`src/rtl/apb_slave_mem.sv`:
```
// APB slave with a word-addressed register memory, programmable wait states
// and PSLVERR on out-of-range addresses or a missing setup phase.
//
// state  | meaning
// -------+-----------------------------------------------------------------
// IDLE   | no transfer in progress; PSEL&PEN here is a protocol error
// SETUP  | setup cycle seen; a PSEL&PEN cycle here is access cycle 1 (cnt=0)
// ACCESS | later access cycles, cnt counts cycles already spent waiting
module apb_slave_mem #(
    parameter int DATA_WIDTH  = 32,
    parameter int ADDR_WIDTH  = 8,
    parameter int DEPTH       = 8,
    parameter int WAIT_STATES = 0
) (
    input  logic                  clk,
    input  logic                  rst,
    input  logic                  PSEL,
    input  logic                  PEN,
    input  logic                  PW,
    input  logic [ADDR_WIDTH-1:0] PADDR,
    input  logic [DATA_WIDTH-1:0] PWDATA,
    output logic                  PREADY,
    output logic [DATA_WIDTH-1:0] PRDATA,
    output logic                  PSLVERR
);

    localparam int                IDX_W    = (DEPTH > 1) ? $clog2(DEPTH) : 1;
    localparam logic [3:0]        WAIT_CNT = 4'(WAIT_STATES);
    localparam logic [ADDR_WIDTH:0] DEPTH_L = (ADDR_WIDTH + 1)'(DEPTH);

    typedef enum logic [1:0] {
        ST_IDLE   = 2'd0,
        ST_SETUP  = 2'd1,
        ST_ACCESS = 2'd2
    } state_t;

    state_t                state_q, state_d;
    logic [3:0]            cnt_q, cnt_d;
    logic [DATA_WIDTH-1:0] mem_q [DEPTH];
    logic [DATA_WIDTH-1:0] mem_d [DEPTH];

    logic             xfer_en;
    logic             addr_ok;
    logic             done;
    logic             proto_err;
    logic             wr_en;
    logic [IDX_W-1:0] idx;

    assign xfer_en = PSEL & PEN;
    assign addr_ok = ({1'b0, PADDR} < DEPTH_L);
    assign idx     = PADDR[IDX_W-1:0];

    // Next-state and wait counter. The first access cycle is evaluated while
    // still in SETUP so that zero wait states complete in the first PEN cycle.
    always_comb begin
        state_d   = state_q;
        cnt_d     = cnt_q;
        done      = 1'b0;
        proto_err = 1'b0;
        case (state_q)
            ST_IDLE: begin
                cnt_d = 4'd0;
                if (xfer_en) begin
                    proto_err = 1'b1;
                end else if (PSEL) begin
                    state_d = ST_SETUP;
                end
            end
            ST_SETUP, ST_ACCESS: begin
                if (xfer_en) begin
                    if (cnt_q == WAIT_CNT) begin
                        done  = 1'b1;
                        cnt_d = 4'd0;
                        // PEN is high in the completing cycle, so a new setup
                        // phase can only start from IDLE.
                        state_d = ST_IDLE;
                    end else begin
                        cnt_d   = cnt_q + 4'd1;
                        state_d = ST_ACCESS;
                    end
                end else if ((state_q == ST_SETUP) && PSEL) begin
                    state_d = ST_SETUP;
                    cnt_d   = 4'd0;
                end else begin
                    // Deselect, or PEN dropped mid-access: master abort.
                    state_d = ST_IDLE;
                    cnt_d   = 4'd0;
                end
            end
            default: begin
                state_d = ST_IDLE;
                cnt_d   = 4'd0;
            end
        endcase
    end

    // Response outputs; forced quiet while reset is asserted.
    always_comb begin
        PREADY  = ~rst & (done | proto_err);
        PSLVERR = ~rst & (proto_err | (done & ~addr_ok));
        wr_en   = ~rst & done & PW & addr_ok;
        PRDATA  = '0;
        if (~rst && done && ~PW && addr_ok) begin
            PRDATA = mem_q[idx];
        end
    end

    // Memory write path: only a clean, completing write updates a word.
    always_comb begin
        for (int i = 0; i < DEPTH; i++) begin
            mem_d[i] = mem_q[i];
        end
        if (wr_en) begin
            mem_d[idx] = PWDATA;
        end
    end

    // State, counter and memory registers with synchronous reset.
    always_ff @(posedge clk) begin
        if (rst) begin
            state_q <= ST_IDLE;
            cnt_q   <= 4'd0;
            for (int i = 0; i < DEPTH; i++) begin
                mem_q[i] <= '0;
            end
        end else begin
            state_q <= state_d;
            cnt_q   <= cnt_d;
            for (int i = 0; i < DEPTH; i++) begin
                mem_q[i] <= mem_d[i];
            end
        end
    end

endmodule
```
`config.mk`:
```
export PLATFORM = sky130hd
export DESIGN_NAME = apb_slave_mem
export DESIGN_NICKNAME = d
export VERILOG_FILES = /design/src/rtl/apb_slave_mem.sv
export SDC_FILE = /design/constraint.sdc
export NUM_CORES = 1
export LEC_CHECK = 0
export ABC_AREA = 1
export ABC_CLOCK_PERIOD_IN_PS = 1900
export BUFFER_PORTS_ARGS = -buffer_cell sky130_fd_sc_hd__buf_2
export CAP_MARGIN = 20
export CORE_ASPECT_RATIO = 1.25
export CORE_UTILIZATION = 55
export DETAILED_ROUTE_END_ITERATION = 8
export GPL_TIMING_DRIVEN = 0
export PLACE_DENSITY = 0.76
export SLEW_MARGIN = 40
export SYNTH_ARGS = -nofsm -noshare
export SYNTH_HDL_FRONTEND = slang
export SYNTH_SLANG_ARGS = --single-unit
export TNS_END_PERCENT = 100
```
`constraint.sdc`:
```
create_clock -name clk -period 1.9 [get_ports clk]
set_clock_uncertainty 0.05 [all_clocks]
set_input_delay 0.19 -clock clk [delete_from_list [all_inputs] [get_ports clk]]
set_output_delay 0.19 -clock clk [all_outputs]
set_load 0.01 [all_outputs]
```
==> results.json, run 1 <==
{
  "end_kind": "output port",
  "synth.cells.most_frequent": "nand2_1 (875), inv_1 (555), nor2_1 (309)",
  "synth.top_cell.area_share_pct": 34.5,
  "placed_area_mm2": 0.0160,
  "yosys_register_bits": 262,
  "critPathSlowestCell": "dfxtp_2",
  "worstPathCellList": "inv_2, ha_4, nand3_4, nor2_4, buf_6, nand3_4, clkbuf_16, nor2_2, buf_2",
  "largest_net_degree_at_the_start_of_global_routing": 14,
  "rsz_0062_raised_after_global_routing": "yes",
  "floorplan.initialDensity_pct": 56.3,
  "multi_input_area_mm2": 0.00726,
  "final-seq-area_mm2": 0.00525,
  "n_antenna_cell": 0,
  "netlist_top_cells_area": "dfxtp_1 (35%), nand2_1 (22%), inv_1 (14%), nand4_1 (11%), nor2_1 (7.6%)",
  "leakagePower_nw": 9.39,
  "totalNegativeSetupSlack_ps": -57770,
  "regToRegSetupSlack_ps": -270,
  "rr_worst_depth": 13,
  "worstSetupPathType": "flop to output port",
  "die-height_um": 188,
  "start_kind": "flop",
  "grtUsageTotal_pct": 40.8,
  "fin_area_mm2": 0.0186,
  "worst_slack_ps": -616,
  "timing.critical_path.slowest_cell_delay_ps": 340,
  "num_rows": 67,
  "die-area_mm2": 0.0283,
  "maxSlewHeadroom_pct": 30.8,
  "worst_pin_slew_ps": 1030,
  "finalMaxSlewViolations": 0,
  "finalNonFillerCells": 3126,
  "cts_tree": "built",
  "crit_end": "PRDATA[10]",
  "place_hpwl_mm": 38.3,
  "width_of_the_die_um": 151,
  "critical_path.reg2reg.endpoint": "mem_q[7][23]",
  "synth.most_common_cell": "nand2_1",
  "crit_top_cell": "nand3_4",
  "number_of_global_route_vias_before_repair": 15500,
  "final.period_utilization_pct": 132,
  "design.core.area_mm2": 0.0270,
  "critical_path_cell_count": 9,
  "postSynthAreaPerCell_um2": 5.82,
  "hp-class": "input pin to flop",
  "critical_path_data_required_time_ps": 1660,
  "drt_pre_antenna_iters": 7,
  "grt_pass1_wl_mm": 87.5,
  "area_growth_syn_to_layout_pct": 22.5,
  "detail_route.wl_per_cell_um": 19.8,
  "fin_crit_ps": 2520,
  "route.vias.total": 17600,
  "ys_dominant_reg_cell": "dfxtp_1",
  "global_route_congestion_overflow_total": 0,
  "synthCells": 2610,
  "h-tree-depth": 1,
  "tritoncts.num_buffers": 28,
  "gp_congestion": 0.966,
  "drc": 0,
  "layout-drive-gt1-share_pct": 11.2,
  "synth.largest_area_cell": "dfxtp_1",
  "clkSlewWorstSetupHoldPaths_ps": 60,
  "worst-endpoint-arrival_ps": 2280,
  "setup_viol": 288,
  "failing_checks": "setup timing",
  "max-cap-violations": 0,
  "synth_cell_types": 25,
  "post_synth_edffs": 0,
  "boundaryPins": 79,
  "clock_path_buffers": 3,
  "root_buffer": "clkbuf_16",
  "synth_sequential_area_ratio_pct": 34.5,
  "clock-sinks": 262,
  "power_density_mw_per_mm2": 697,
  "cp_max_fo": 10,
  "max_freq_ghz": 0.397,
  "critical_path.startpoint": "state_q[0]",
  "critical_path.n_buffers_inverters": 4,
  "run_status": "finished with violations",
  "dp_worst_setup_slack_ps": -896,
  "drt_iter0_markers": 2291,
  "routed_via_density": 5.64,
  "hold_violations": 0,
  "async_flop_share_pct": 0,
  "syn-cell-area_mm2": 0.0152,
  "vdd_ir_drop_max_v": 0.000674,
  "hold-worst-slack_ps": 61.2,
  "clock_latency_ps": 550,
  "ant_nets": 0,
  "number_of_antenna_violations_at_the_first_check_in_global_routing": 0,
  "nNetsFinal": 2811,
  "yosysWarningCount": 0,
  "drt-total-wl_mm": 61.8,
  "io_buffer_count": 76,
  "fillerInstances": 2363,
  "synth_nets": 2660,
  "r2r-start": "state_q[0]",
  "family_with_the_most_delay_on_the_worst_path": "buffers and inverters",
  "placed_cells_incl_taps": 3031
}
-- repair_timing --
action,4_1_cts,5_1_grt
setup endpoints to repair,288,288
hold buffers,1,0
endpoints found under the hold margin,1,0
pin swaps,7,13
gates cloned,2,23
resized for setup,179,78
setup buffers,13,7
-- kinds of logic after synthesis --
family                     synth area share [%]
adders and majority gates                 0.412
DFF                                        34.5
AOI/OAI and AO/OA                          4.62
and+or+nand+nor                            41.3
xor gates and xnor gates                  0.115
buffers and inverters                      19.1
-- worst register-to-register path, stage by stage (launching register included) --
cell	delay (ps)
dfxtp_2	340
inv_2	50
ha_4	270
nand3_4	70
nor2_4	160
buf_4	140
buf_6	110
buf_6	130
buf_12	110
nand3_4	190
buf_6	240
nand2_1	80
inv_1	40
nor2_1	140
-- cell usage in the layout, fill, tap and decap left out, types with 4 or more instances in the layout --
master	netlist	routed
buf_1	35	34
buf_12	0	19
buf_2	67	98
buf_4	4	13
buf_6	1	23
buf_8	0	20
clkbuf_1	74	62
clkbuf_16	0	56
clkbuf_2	0	8
clkbuf_8	0	10
clkinv_2	0	5
dfxtp_1	262	259
ha_1	5	4
inv_1	555	552
inv_2	7	10
nand2_1	875	873
nand3_4	4	14
nand4_1	257	257
nor2_1	309	290
nor2_2	1	14
nor2_4	0	6
o21ai_0	113	112
o22ai_1	18	18
-- per-layer routing --
metal	wire (µm)	vias to the layer above	global-route usage [%]	part of all wire, %
li1	-	8160	-	-
met1	21500	7791	49.2	35
met2	27000	1326	63.7	44
met3	8400	367	9.66	14
met4	5000	0	28.2	8.1
met5	0	-	0	0
-- how the worst min path moves through the flow --
stage / startpoint / to / slack, ps / cells after the start
floorplan: rst / state_q[1] / 220 / 1
global placement: rst / state_q[1] / 350 / 2
detailed placement: rst / state_q[1] / 350 / 2
CTS: PEN / state_q[1] / 30 / 5
global route: PEN / state_q[1] / 80 / 5
finish: PEN / state_q[1] / 60 / 5
-- layout make-up --
class                      instances  area share (%)
sequential                       262            28.2
inverter                         562            11.3
buffer                           180            7.85
multi-input combinational       1605            39.1
tap                              345            2.32
timing repair buffer             122            6.47
clock inverter                     5           0.135
clock buffer                      45            4.60
-- flip-flops by register name, indices dropped and copies added, names as in the netlist --
register and count:
mem_q 256, state_q 2, cnt_q 4
-- through the flow --
stage                     total power [mW]  utilization [%]
after floorplan                       6.55                -
after global placement                7.10             59.3
after detailed placement              7.12             59.3
after CTS                             12.6             65.7
after global routing                  13.2             68.9
final                                 13.0             68.9
-- power breakdown --
group	leakage, nW	switching, mW	internal, mW
Combinational	6.84	1.34	0.674
Sequential	2.11	0.00927	5.51
Clock	0.438	2.38	3.06
Total	9.39	3.73	9.24
(Power assumes the default switching activity.)
==> run 2, diff against run 1 <==
Settings changed: BUFFER_PORTS_ARGS -buffer_cell sky130_fd_sc_hd__buf_2 to default, CELL_PAD_IN_SITES_DETAIL_PLACEMENT from default to 0, CELL_PAD_IN_SITES_GLOBAL_PLACEMENT from default to 2, CORE_UTILIZATION 55 to 31, DONT_BUFFER_PORTS from default to 1, PLACE_DENSITY 0.76 to default, PLACE_DENSITY_LB_ADDON from default to 0.1.
==> run 2 against run 1 <==
  * The flow finishes with violations (hold timing, setup timing)
  * Non-clock buffer count decreased by 93
  * Final cell count increased by 6.9%
  * Global-route usage decreased by 12 points
  * Combinational power decreased by 9%
  * Critical path depth unchanged
  * Sequential share of layout area increased by 0.68 points
  * Sequential power about the same
  * Worst hold slack got worse by 140 ps
  * Total power increased by 7.2%
  * Worst setup slack improved by 110 ps
  * Largest cell class unchanged
  * Largest power group is now the clock network
==> results.json, run 2 (synthesis results as in run 1) <==
{
  "worst_slack_ps": -510,
  "routed_via_density": 4.75,
  "finalMaxSlewViolations": 0,
  "start_kind": "flop",
  "pwr-share-clk_pct": 47.1,
  "drt-total-wl_mm": 69.9,
  "critical_path.reg2reg.endpoint": "mem_q[7][25]",
  "worst-endpoint-arrival_ps": 2170,
  "max-cap-violations": 0,
  "regMostFlops": "mem_q",
  "place_hpwl_mm": 48.6,
  "p_int_mw": 9.82,
  "cp_max_fo": 8,
  "power.switching_mw": 4.08,
  "mostFrequentLayoutCell": "nand2_1",
  "io_buffer_count": 0,
  "swShare_pct": 29.4,
  "end_kind": "output port",
  "maxSlewHeadroom_pct": 43.3,
  "n_antenna_cell": 0,
  "grt_pass1_wl_mm": 102,
  "largest_net_degree_at_the_start_of_global_routing": 11,
  "cts_hold_buffers": 11,
  "power_density_mw_per_mm2": 766,
  "largest_registers": "mem_q (256), cnt_q (4), state_q (2)",
  "p_seq_share_pct": 39.7,
  "h-tree-depth": 2,
  "boundaryPins": 79,
  "number_of_global_route_vias_before_repair": 15100,
  "worst_pin_slew_ps": 846,
  "clkSlewWorstSetupHoldPaths_ps": 60,
  "root_buffer": "clkbuf_16",
  "die-height_um": 249,
  "r2r-start": "state_q[1]",
  "final.period_utilization_pct": 127,
  "fin_util_pct": 37.6,
  "fillerInstances": 5392,
  "failing_checks": "hold timing, setup timing",
  "nNetsFinal": 2725,
  "floorplan.initialDensity_pct": 31.4,
  "vdd_ir_drop_max_v": 0.000611,
  "combPwrFrac_pct": 13.2,
  "hp-class": "input pin to flop",
  "die-area_mm2": 0.0499,
  "rr_worst_depth": 11,
  "width_of_the_die_um": 200,
  "route.vias.total": 15900,
  "rsz_0062_raised_after_global_routing": "yes",
  "clock_path_buffers": 3,
  "cts_tree": "built",
  "fin_crit_ps": 2410,
  "hold-worst-slack_ps": -80.5,
  "placed_cells_incl_taps": 3254,
  "clock-sinks": 262,
  "clock_latency_ps": 550,
  "number_of_flip_flops_in_the_largest_register": 256,
  "critical_path.startpoint": "state_q[1]",
  "max_freq_ghz": 0.415,
  "drc": 0,
  "crit_end": "PRDATA[30]",
  "num_rows": 90,
  "run_status": "finished with violations",
  "area_growth_syn_to_layout_pct": 19.5,
  "regToRegSetupSlack_ps": -260,
  "drt_pre_antenna_iters": 6,
  "setup_viol": 287,
  "placed_area_mm2": 0.0160,
  "ant_nets": 0,
  "critical_path_data_required_time_ps": 1660,
  "grtUsageTotal_pct": 28.4,
  "detail_route.wl_per_cell_um": 20.9,
  "tritoncts.num_buffers": 35,
  "min_path_cells": 4,
  "gp_congestion": 0.867,
  "number_of_antenna_violations_at_the_first_check_in_global_routing": 0,
  "drt_iter0_markers": 1079,
  "fin_area_mm2": 0.0182,
  "leakagePower_nw": 8.87,
  "dp_worst_setup_slack_ps": -881,
  "finalNonFillerCells": 3342,
  "hold_violations": 1,
  "worstSetupPathType": "flop to output port",
  "most_frequent_cells_in_the_layout": "nand2_1 (874), inv_1 (551), nor2_1 (278), dfxtp_1 (260), nand4_1 (257)",
  "design.core.area_mm2": 0.0483,
  "layout-drive-gt1-share_pct": 8.90,
  "global_route_congestion_overflow_total": 0
}
==> run 2: cell types whose count changed in the layout (fill, tap and decap cells not counted), moves of 14 or more <==
cell / change
buf_2: -59
nor2_4: +26
buf_4: +23
buf_12: -15
buf_8: -15
buf_6: -14
nor2_2: -14
==> run 2: layer usage <==
layer  global-route usage [%]  wire (µm)  vias up
met5                        0          0        -
met4                     10.5       2670        0
met3                     3.53       2980      131
met2                     49.6      34400      401
met1                     35.3      29800     7349
li1                         -          -     7977
==> run 2: metrics by stage <==
step	TNS (ps)	hold slack, ps	power (mW)
global route	-81460	-26.2	14.4
global placement	-121950	222	7.23
finish	-56650	-80.5	13.9
detailed placement	-125290	231	7.24
floorplan	-529	218	6.55
CTS	-50430	2.59	14.0
==> run 2: final cells by class <==
| cell class | count | area [µm²] | area share (%) |
|---|---|---|---|
| buffer | 181 | 1220 | 6.70 |
| clock buffer | 56 | 1070 | 5.88 |
| clock inverter | 4 | 20.0 | 0.110 |
| inverter | 562 | 2110 | 11.6 |
| multi-input combinational | 1605 | 7390 | 40.7 |
| sequential | 262 | 5250 | 28.9 |
| timing repair buffer | 28 | 295 | 1.63 |
| tap | 644 | 806 | 4.44 |
==> run 2: what timing repair did <==
item,CTS,global route
endpoints found under the hold margin,17,1
setup endpoints to repair,290,295
cloned,3,0
resized for setup,180,18
pin swaps,27,6
setup buffers,10,6
==> run 2: power groups by stage <==
stage	Combinational, mW	Sequential (mW)	Clock, mW
final	1.84	5.52	6.54
after global routing	1.97	5.52	6.91
after CTS	1.80	5.52	6.66
after floorplan	0.918	5.64	0
after global placement	1.60	5.64	0
after detailed placement	1.60	5.64	0
==> run 2: how the worst min path moves through the flow <==
stage / start / end / slack [ps]
final: PEN / state_q[1] / -80
after global routing: PEN / state_q[1] / -30
after CTS: PWDATA[20] / mem_q[0][20] / 3
after detailed placement: rst / state_q[1] / 230
after global placement: rst / state_q[1] / 220
after floorplan: rst / state_q[1] / 220
==> run 2: critical path, cell delays in order, from the launching register on <==
cell and delay (ps):
dfxtp_2 330, inv_2 50, ha_4 270, nand3_4 70, nor2_4 170, buf_6 130
nand3_4 60, buf_12 180, clkbuf_16 190, nor2_4 130
==> run 3, diff against run 2 <==
Settings changed: GPL_TIMING_DRIVEN 0 to 1.
==> run 3 against run 2 <==
  * The run still ends with hold timing, setup timing left
  * Sequential power is essentially flat
  * Non-clock buffer count is 47 lower
  * Worst setup slack better by 50 ps
  * Largest power group unchanged
  * Critical path type unchanged
  * Cell area grew 5.1%
  * Die area stayed put
  * Maximum frequency is 2.1% higher
  * Global-route usage shrank 4.2 points
==> results.json, run 3 (synthesis results as in run 1) <==
{
  "vdd_ir_drop_max_v": 0.000616,
  "hp-class": "input pin to flop",
  "hold_violations": 1,
  "dp_worst_setup_slack_ps": -135,
  "fin_area_mm2": 0.0191,
  "h-tree-depth": 2,
  "global_route_congestion_overflow_total": 0,
  "regToRegSetupSlack_ps": -340,
  "area_growth_syn_to_layout_pct": 25.6,
  "num_rows": 90,
  "clock_path_buffers": 3,
  "largest_net_degree_at_the_start_of_global_routing": 226,
  "worst_pin_slew_ps": 745,
  "clkSlewWorstSetupHoldPaths_ps": 60,
  "placed_area_mm2": 0.0164,
  "nNetsFinal": 2678,
  "drt-total-wl_mm": 60.6,
  "worst_hold_startpoint": "PEN",
  "drc": 0,
  "ant_nets": 0,
  "gp_congestion": 0.732,
  "hold-worst-slack_ps": -25.9,
  "layout-drive-gt1-share_pct": 9.89,
  "regMostFlops": "mem_q",
  "run_status": "finished with violations",
  "n_antenna_cell": 0,
  "rsz_0062_raised_after_global_routing": "yes",
  "grt_pass1_wl_mm": 89.9,
  "io_buffer_count": 0,
  "cp_max_fo": 5,
  "hold_path_end": "state_q[1]",
  "root_buffer": "clkbuf_16",
  "width_of_the_die_um": 200,
  "setup_viol": 290,
  "worst-endpoint-arrival_ps": 2120,
  "number_of_global_route_vias_before_repair": 14200,
  "number_of_flip_flops_in_the_largest_register": 256,
  "tritoncts.num_buffers": 35,
  "route.vias.total": 15400,
  "largest_registers": "mem_q (256), cnt_q (4), state_q (2)",
  "worstSetupPathType": "flop to output port",
  "place_hpwl_mm": 31.2,
  "design.core.area_mm2": 0.0483,
  "die-area_mm2": 0.0499,
  "drt_pre_antenna_iters": 5,
  "start_kind": "flop",
  "grtUsageTotal_pct": 24.2,
  "fin_crit_ps": 2360,
  "end_kind": "output port",
  "max_freq_ghz": 0.424,
  "failing_checks": "hold timing, setup timing",
  "cts_tree": "built",
  "max-cap-violations": 0,
  "boundaryPins": 79,
  "rr_worst_depth": 14,
  "critical_path_data_required_time_ps": 1660,
  "r2r-start": "state_q[0]",
  "power_density_mw_per_mm2": 719,
  "clock_latency_ps": 540,
  "number_of_antenna_violations_at_the_first_check_in_global_routing": 0,
  "mostFrequentLayoutCell": "nand2_1",
  "critical_path.reg2reg.endpoint": "mem_q[5][14]",
  "clock-sinks": 262,
  "final.period_utilization_pct": 124,
  "detail_route.wl_per_cell_um": 18.4,
  "drt_iter0_markers": 1029,
  "most_frequent_cells_in_the_layout": "nand2_1 (873), inv_1 (551), nor2_1 (274), dfxtp_1 (260), nand4_1 (257)",
  "worst_slack_ps": -460,
  "maxSlewHeadroom_pct": 50.3,
  "finalMaxSlewViolations": 0,
  "leakagePower_nw": 9.23,
  "die-height_um": 249,
  "routed_via_density": 4.66,
  "min_path_cells": 5,
  "floorplan.initialDensity_pct": 31.4
}
[run 3: cell count changes in the layout (fill, tap and decap cells not counted), sizes merged]
cell and change:
bufbuf +3, dlygate4sd3 +11, clkinvlp +2, buf +15, bufinv +1, clkbuf -81
[run 3: layout make-up]
cell class / count / area, µm²
tap: 644 / 806
timing repair buffer: 162 / 2400
sequential: 262 / 5250
inverter: 562 / 2120
clock inverter: 7 / 65.1
clock buffer: 51 / 1020
fill: 5146 / 29200
multi-input combinational: 1605 / 7420
[run 3: per-layer routing]
layer	vias to the layer above	global-route usage, %	routed length (µm)
met4	0	6.98	1340
met3	66	3.30	2490
li1	7897	-	-
met2	304	40.2	29100
met1	7083	32.4	27700
met5	-	0	0
[run 3: how the worst max path moves through the flow]
stage                    start    endpoint  slack, ps  cells after the start
finish              state_q[0]   PRDATA[9]       -460                      8
global placement    state_q[1]   PRDATA[9]       -120                      7
detailed placement  state_q[1]   PRDATA[9]       -130                      7
floorplan           state_q[0]  PRDATA[11]        -20                      8
global route        state_q[1]  PRDATA[29]       -540                      9
CTS                 state_q[1]  PRDATA[29]       -460                      9
[run 3: report_power, final]
group / switching [mW] / internal, mW
Combinational: 1.07 / 0.621
Clock: 2.67 / 3.84
Sequential: 0.00845 / 5.51
[run 3: what timing repair did]
action / in CTS / in global routing
endpoints found under the hold margin: 96 / 0
setup buffers: 17 / 4
hold buffers: 21 / 0
cloned: 21 / 2
resized for setup: 129 / 34
pin swaps: 16 / 11
endpoints found under the setup margin: 287 / 290
[run 3: metrics by stage]
step | total power, mW | cells | TNS (ps) | util (%)
6_report | 13.7 | 3293 | -75280 | 39.5
5_1_grt | 14.2 | 3293 | -107030 | 39.5
4_1_cts | 13.9 | 3288 | -69810 | 39.1
3_5_place_dp | 6.96 | 3173 | -15420 | 34.0
3_3_place_gp | 6.96 | 3173 | -3470 | 34.0
2_1_floorplan | 6.55 | 2610 | -529 | -
[run 3: worst max-delay path, stage by stage, from the launching register on]
cell and delay (ps):
dfxtp_2 340, inv_2 40, ha_4 270, nand3_4 70, nor2_4 150, nand3_4 110, buf_12 170, nor2_2 230
buf_4 170
